<file path="src/rtl/wavelet_decomposer.sv">
// Four-level a trous Haar decomposition of the filtered ECG stream into detail scales D1..D4.
// Define ALIGN_OUTPUTS_EN to delay D1..D3 so every scale shares the latency of D4.
module wavelet_level #(
    parameter int W         = 33,
    parameter int K         = 1,
    parameter int OUT_W     = 16,
    parameter int OUT_SHIFT = 4
) (
    input  logic             clk,
    input  logic             rst,
    input  logic [W-1:0]     a_in,
    output logic [W-1:0]     a_out,
    output logic [OUT_W-1:0] d_out
);
    logic [K-1:0][W-1:0] taps;
    logic signed [W:0]   cur, old, sum, diff, det;
    logic [OUT_W-1:0]    d_nxt;

    assign cur  = {a_in[W-1], a_in};
    assign old  = {taps[K-1][W-1], taps[K-1]};
    assign sum  = cur + old;
    assign diff = cur - old;
    // The Haar halving and the output scaling collapse into one floor shift.
    assign det  = diff >>> (1 + OUT_SHIFT);

    always_comb begin
        d_nxt = det[OUT_W-1:0];
        if (!det[W] && (|det[W-1:OUT_W-1]))
            d_nxt = {1'b0, {(OUT_W-1){1'b1}}};
        else if (det[W] && !(&det[W-1:OUT_W-1]))
            d_nxt = {1'b1, {(OUT_W-1){1'b0}}};
    end

    always_ff @(posedge clk) begin
        if (rst) begin
            taps  <= '0;
            a_out <= '0;
            d_out <= '0;
        end else begin
            taps[0] <= a_in;
            for (int i = 1; i < K; i++) taps[i] <= taps[i-1];
            a_out <= sum[W:1];
            d_out <= d_nxt;
        end
    end
endmodule

module wavelet_decomposer #(
    parameter int IN_W      = 32,
    parameter int OUT_W     = 16,
    parameter int OUT_SHIFT = 4
) (
    input  logic             clk,
    input  logic             rst,
    input  logic [IN_W-1:0]  filtered_ecg,
    output logic [OUT_W-1:0] D1,
    output logic [OUT_W-1:0] D2,
    output logic [OUT_W-1:0] D3,
    output logic [OUT_W-1:0] D4
);
    localparam int W = IN_W + 1;

    logic [W-1:0]     a0;
    logic [W-1:0]     a_lvl [5];
    logic [OUT_W-1:0] d_raw [4];
    logic [OUT_W-1:0] d_out [4];

    always_ff @(posedge clk) begin
        if (rst) a0 <= '0;
        else     a0 <= {1'b0, filtered_ecg};
    end

    assign a_lvl[0] = a0;

    for (genvar j = 0; j < 4; j++) begin : g_lvl
        wavelet_level #(
            .W(W), .K(1 << j), .OUT_W(OUT_W), .OUT_SHIFT(OUT_SHIFT)
        ) u_lvl (
            .clk  (clk),
            .rst  (rst),
            .a_in (a_lvl[j]),
            .a_out(a_lvl[j+1]),
            .d_out(d_raw[j])
        );
    end

`ifdef ALIGN_OUTPUTS_EN
    // Scale j waits 4-j-1 extra clocks so all four scales describe the same sample.
    for (genvar j = 0; j < 3; j++) begin : g_align
        localparam int DEPTH = 3 - j;
        logic [OUT_W-1:0] pipe [DEPTH];
        always_ff @(posedge clk) begin
            if (rst) begin
                for (int i = 0; i < DEPTH; i++) pipe[i] <= '0;
            end else begin
                pipe[0] <= d_raw[j];
                for (int i = 1; i < DEPTH; i++) pipe[i] <= pipe[i-1];
            end
        end
        assign d_out[j] = pipe[DEPTH-1];
    end
    assign d_out[3] = d_raw[3];
`else
    for (genvar j = 0; j < 4; j++) begin : g_pass
        assign d_out[j] = d_raw[j];
    end
`endif

    assign D1 = d_out[0];
    assign D2 = d_out[1];
    assign D3 = d_out[2];
    assign D4 = d_out[3];
endmodule

</file>
<file path="config.mk">
export PLATFORM = sky130hd
export DESIGN_NAME = wavelet_decomposer
export DESIGN_NICKNAME = d
export VERILOG_FILES = /design/src/rtl/wavelet_decomposer.sv
export SDC_FILE = /design/constraint.sdc
export NUM_CORES = 1
export LEC_CHECK = 0
export BUFFER_PORTS_ARGS = -buffer_cell sky130_fd_sc_hd__buf_2
export CAP_MARGIN = 25
export CORE_MARGIN = 1
export CORE_UTILIZATION = 35
export DETAILED_ROUTE_END_ITERATION = 10
export PLACE_DENSITY = 0.55
export SLEW_MARGIN = 30
export SYNTH_ARGS = -nofsm -noshare
export SYNTH_HDL_FRONTEND = slang
export SYNTH_SLANG_ARGS = --single-unit
</file>
<file path="constraint.sdc">
create_clock -name clk -period 4.8 [get_ports clk]
set_clock_uncertainty 0.1 [all_clocks]
set_input_delay 1.44 -clock clk [delete_from_list [all_inputs] [get_ports clk]]
set_output_delay 1.44 -clock clk [all_outputs]
set_load 0.005 [all_outputs]
</file>
== After elaboration in Yosys (flattened, before gate mapping) ==
Cells that the tools add are included.
Cells by class
  $add $sub $neg: 7
  multipliers: 0
  divide/modulo/power cells: 0
  order comparisons: 0
  equal/unequal tests: 0
  shift operators: 0
  multiplexer cells: 8
  bitwise gates (word level): 0
  reduce and logical (&&, ||, !) cells: 28
Operator list (number)
  33-bit by 33-bit subtractor with 34-bit output: 4
  33-bit by 33-bit adder with 34-bit output: 3
  16-bit 2-to-1 mux: 4
  15-bit 2-to-1 mux: 4
  14-bit AND reduction: 4
  14-bit OR reduction: 4
  1-bit logical AND: 8
  1-bit logical NOT: 8
  2-bit OR reduction: 4
Storage, ports and cells
  flip-flop bits (word level): 690
  latch bits: 0
  RAM bits: 0
  memory bits (read-only): 0
  input bits: 34
  output and inout port bits: 64
  logic and storage cells: 70
  memories: 0

== Longest topological paths before layout ==
  word-level depth: 6
  gate-level depth with buffers: 16
  depth with buffers taken out: 14

== Modules after synthesis ==
From an unflattened synthesis, not the netlist that was laid out.
Unflattened totals
  cell total of the unflattened synthesis: 3723
  area, all modules: 33917.5 µm²
Modules (own cells, without submodules)
  wavelet_level (g_lvl[3].u_lvl): instances 1, cells an instance 1286, area an instance 12467.0 µm², sequential area each 6266.0 µm²
  wavelet_level (g_lvl[2].u_lvl): instances 1, cells an instance 940, area an instance 8524.4 µm², sequential area each 3623.5 µm²
  wavelet_level (g_lvl[1].u_lvl): instances 1, cells an instance 742, area an instance 6449.9 µm², sequential area each 2302.2 µm²
  wavelet_level (g_lvl[0].u_lvl): instances 1, cells an instance 687, area an instance 5609.1 µm², sequential area each 1641.6 µm²
  wavelet_decomposer: instances 1, cells an instance 68, area an instance 867.1 µm², sequential area each 640.6 µm²

== Worst setup path after synthesis ==
No wires, ideal clock.
  path type: reg-to-reg
  start: register g_lvl[2].u_lvl.taps, in the netlist g_lvl[2].u_lvl.old[2]
  end: register g_lvl[2].u_lvl.d_out[14]
  data arrival time: 3324 ps
  slack: 1306 ps
  stages on the path, launching flop included: 16
  path buffers: 1
  clock period less this slack: 3494 ps
  path through: dfxtp_1 > inv_1 > ha_1 > nand2_1 > o21ai_0 > a21o_1 > or4b_1 > a21oi_2 > o21a_1 > a31o_2 > mux2_2 > nor4b_1 > nand4_1 > o31a_2 > buf_6 > a21oi_1
On the way
  word-level cells in the longest chain between the ends: 6
  elaborated cells between the ends (all ways): 9
RTL lines
  from (decl): line 15  | logic [K-1:0][W-1:0] taps;
  33-bit by 33-bit subtractor with 34-bit output *: line 22  | assign diff = cur - old;
  14-bit AND reduction: line 30  | else if (det[W] && !(&det[W-1:OUT_W-1]))
  1-bit logical NOT: line 30
  1-bit logical AND: line 30
  16-bit 2-to-1 mux: line 30
  15-bit 2-to-1 mux *: line 28  | if (!det[W] && (|det[W-1:OUT_W-1]))
  to (signal assigned): line 43  | d_out <= d_nxt;
  to (decl): line 13  | output logic [OUT_W-1:0] d_out
Mark *: on every way between the ends. The rest lies on a longest branch, timed or not.
A chain may end at the register's enable or synchronous reset.

== Worst setup path in the final report ==
  start: register g_lvl[1].u_lvl.taps, in the netlist g_lvl[1].u_lvl.old[8]
  end: register g_lvl[1].u_lvl.d_out[5]
On the way
  word-level cells in the longest chain between the ends: 6
  elaborated cells between the ends (all ways): 9
RTL lines (line)
  from (decl): 15
  33-bit by 33-bit subtractor with 34-bit output *: 22
  14-bit AND reduction: 30
  1-bit logical NOT: 30
  1-bit logical AND: 30
  16-bit 2-to-1 mux: 30
  15-bit 2-to-1 mux *: 28
  to (signal assigned): 43
  to (decl): 13
Marks and branches as above.

==> out/metrics.csv <==
stage;metric;value;unit
clock_network;post-CTS sizing;0;
clock_network;buffer levels on the longest clock path;3;
yosys;number of flops mapped to enable cells by yosys;0;
setup_path;critical path required time;5.13;ns
setup_path;CP bufs+invs;2;
power;clock network fraction of design power;0.412;
timing;slew at the pin closest to its max-slew limit;0.8486;ns
yosys;Synthesized Nets;3289;
setup_path;critical path type;reg -> reg;
clock_network;clock insertion delay at the later pin of the skew report;0.60;ns
cells_and_area;fin util;0.4032;
setup_path;arrival time at the worst endpoint;4.55;ns
yosys;ys async rst share;0;
clock_network;clock tree root driver cell;clkbuf_16;
power;power per standard cell area;421.7;nW/um^2
floorplanning;Vert. Die Dim;289.2;um
place;placed instance area;30230;sq um
setup_path;standard cell with the maximum stage delay on the critical path;o221ai_2;
setup_path;delay of the slowest cell on the worst path;0.63;ns
timing;number of max-slew violations in the final report;0;
power;combinational power share;0.153;
timing;maximum clock rate;237.0;MHz
min_path;worst hold path class;reg -> reg;
timing;setup repair after global routing missed its margin;false;
timing;number of endpoints with negative hold slack in the final report;0;
cells_and_area;area used by multi-input combinational logic;14010;sq um
power;Max rail drop VDD;0.2402;mV
timing;Slew Limit Headroom;0.4343;
power;switching part of the total power;0.2612;
timing;Period Utilization, post-route;0.8790;
power;reported net switching power;3.601;mW
floorplanning;I/O pin cnt;98;
cells_and_area;synth-to-layout area growth;13.28;%
floorplanning;Placement Rows;104;
yosys;ys flop type;dfxtp_1;
route;wire length per cell;14.16;um
global_route;antenna violations before repair;0;
setup_path;register-to-register path setup slack;0.58;ns
global_route;total track usage;0.1427;
route;overall via count from detail_route;19420;
power;Leakage Power;13.81;nW
global_route;via count of the first global-routing pass;18500;
power;final total power;13.79;mW
yosys;sequential area share after synthesis;0.4662;
cells_and_area;Fill cells;8053;
yosys;unique cell type count in the Yosys netlist;90;
setup_path;Critical Path Most Common Cell;inv_1;
setup_path;critical path startpoint;g_lvl[1].u_lvl.old[8];
cells_and_area;count of inserted antenna diode cells;0;
min_path;critical hold path startpoint;g_lvl[3].u_lvl.taps[154];
yosys;number of instances in the synthesized netlist;3035;
setup_path;kind of cell adding the most delay to the critical path;compound AO/OA/AOI/OAI gates;
floorplanning;effective utilization at floorplan;0.3560;
clock_network;CTS tree;built;
clock_network;hold buffers post-CTS;0;
route;iteration-0 DRC count of the detailed router;903;
run;Max Cap Viol;0;
route;remaining number of nets flagged by the antenna check after routing;0;
timing;Setup violations, final;0;
yosys;Ys Warns;0;
place;last weighted congestion value of the routability-driven placer;0.8455;
clock_network;H-tree levels;3;
power;sequential cell fraction of total power;0.435;
clock_network;number of setup buffers added after CTS;0;
setup_path;type of element capturing the critical path;flop;
cells_and_area;area taken by flip-flops and latches;13450;sq um
route;wire length reported by the detailed router;59420;um
setup_path;cell-by-cell listing of the critical path;inv_1 > ha_1 > inv_1 > or3_1 > a211o_1 > o311a_1 > a211oi_2 > o21a_2 > nor4bb_1 > a221oi_2 > and4b_1 > a41oi_1 > o221ai_2 > o21ai_0;
yosys;Synth Register Bits;672;
cells_and_area;Non-Filler Instances;4196;
clock_network;number of CTS-inserted buffers;72;
setup_path;critical path fanouts, max;15;
global_route;pin count of the biggest net entering global routing;189;
yosys;Netlist Area Pre-Place;28860;sq um
clock_network;CTS clk-pin slew, worst paths;0.06;ns
place;Port Buf Inserts;97;
place;# placed instances;4066;
floorplanning;width of the chip;289.2;um
cells_and_area;fraction of final layout cells with drive strength greater than 1;0.08960;
route;ratio of routed vias to standard cells;4.629;
timing;Period minus WS final;4.219;ns
route;first-pass iteration count of the detailed router;5;
setup_path;startpoint class of the critical path;flop;
power;Int Pwr;10.19;mW
place;detailed-placement wirelength estimate;42920;um
timing;final total negative setup slack;0;ns
global_route;overflow left after global routing;0;
route;total DRC errors in the routed layout;0;
floorplanning;area of the die;83610;sq um
yosys;post-synthesis average cell area;9.509;sq um
clock_network;clk sinks;672;
setup_path;Reg-to-Reg Start;g_lvl[1].u_lvl.old[8];
cells_and_area;post-route cell area;32690;sq um
global_route;global-route wire length before repair;95990;um
outcome;result of the run;finished, final reports clean;
cells_and_area;Net count, final;3334;
floorplanning;Floorplan Core Area;81070;sq um
-- Yosys cell counts, drive strengths merged (12+ instances only) --
master  count  area (sq um)
dfxtp     672         13450
nor2b     529          3309
nor2      225         844.6
inv       219         822.0
ha        217          2715
a21oi     184         924.6
xnor2     142          1244
clkbuf    114         429.2
o21ai     105         563.0
nand2      56         210.2
o21bai     53         397.9
a21o       52         391.6
nor3       46         230.2
xor2       31         271.5
nand2b     25         156.4
buf        23         145.1
nand3      23         120.1
or3        21         131.4
a211oi     19         152.6
and3       19         118.9
nand4      19         118.9
o21a       18         136.4
a31oi      17         106.4
nor4       15         93.84
o211ai     14         110.1
a211o      13         113.9
or2        12         75.07
-- worst register-to-register path, stage by stage (launching register included) --
cell,delay [ns]
dfxtp_1,0.33
inv_1,0.04
ha_1,0.38
inv_1,0.15
or3_1,0.40
a211o_1,0.27
o311a_1,0.16
a211oi_2,0.42
o21a_2,0.27
nor4bb_1,0.08
a221oi_2,0.21
and4b_1,0.26
a41oi_1,0.14
o221ai_2,0.63
o21ai_0,0.22
-- sequential cells by signal (all words and copies together) (netlist names) --
register,count
g_lvl.u_lvl.old,96
g_lvl.u_lvl.d_out,64
g_lvl.u_lvl.a_out,96
g_lvl.u_lvl.taps,384
a0,32
-- cells by family (layout without fill, tap and decap cells) --
logic type | Yosys count | count (layout) | share of synthesized area
fa+ha+maj | 220 | 220 | 0.09616
compound gates | 581 | 581 | 0.1368
mux | 6 | 6 | 0.002124
buf+inv | 357 | 458 | 0.04851
flops | 672 | 672 | 0.4662
xor+xnor | 173 | 173 | 0.05250
simple gates | 1026 | 1026 | 0.1977
-- area by class of cell --
cell class,count,area share
repair buffers,108,0.01895
inverters,220,0.02526
well taps,1060,0.04057
clock buffers,102,0.06449
multi-input cells,2006,0.4284
clock inverters,28,0.01076
flip-flops and latches,672,0.4115
-- worst paths after layout --
check | endpoint | depth (start not counted)
worst max register to register | g_lvl[1].u_lvl.d_out[5] | 14
worst min register to register | g_lvl[3].u_lvl.taps[187] | 1
worst min-delay path | g_lvl[3].u_lvl.taps[187] | 1
worst max-delay path | g_lvl[1].u_lvl.d_out[5] | 14
-- cells in the final DEF, fill, tap and decap left out, types with 14 or more instances in the layout --
master and instances:
or3_1 21, a21oi_1 183, dfxtp_1 672, nand2b_1 25, nor4_1 15, a21o_1 51, o21ai_0 90, nand4_1 19
and3_1 19, xor2_1 31, nor2b_1 529, inv_1 219, buf_2 96, clkinv_2 14, ha_1 217, nand2_1 56
o21bai_1 53, a31oi_1 17, clkbuf_16 75, clkbuf_1 14, nor3_1 46, xnor2_1 142, o21a_1 17, nand3_1 22
a211oi_1 17, nor2_1 225
-- power groups by stage --
| stage | Combinational [mW] | Clock (mW) | Sequential (mW) |
|---|---|---|---|
| after floorplan | 1.54 | 0 | 6.08 |
| after global placement | 2.14 | 0 | 6.13 |
| after detailed placement | 2.13 | 0 | 6.13 |
| after CTS | 2.14 | 5.89 | 6.01 |
| after global routing | 2.36 | 6.12 | 6.02 |
| final | 2.12 | 5.68 | 5.99 |
-- metal layers --
layer / vias up / track usage / wire [um]
li1: 10170 / - / -
met1: 8876 / 0.1886 / 29060
met2: 282 / 0.2329 / 26770
met3: 98 / 0.02598 / 1978
met4: 0 / 0.04895 / 1609
met5: - / 0 / 0
-- per-stage QoR --
stage	hold slack, ns	setup slack [ns]
final	0.3195	0.5807
after global routing	0.3433	0.2597
after CTS	0.3202	0.6038
after detailed placement	0.3204	0.6075
after global placement	0.3157	0.6974
after floorplan	0.3138	1.306
No activity file was read; power rests on OpenSTA's default activity.
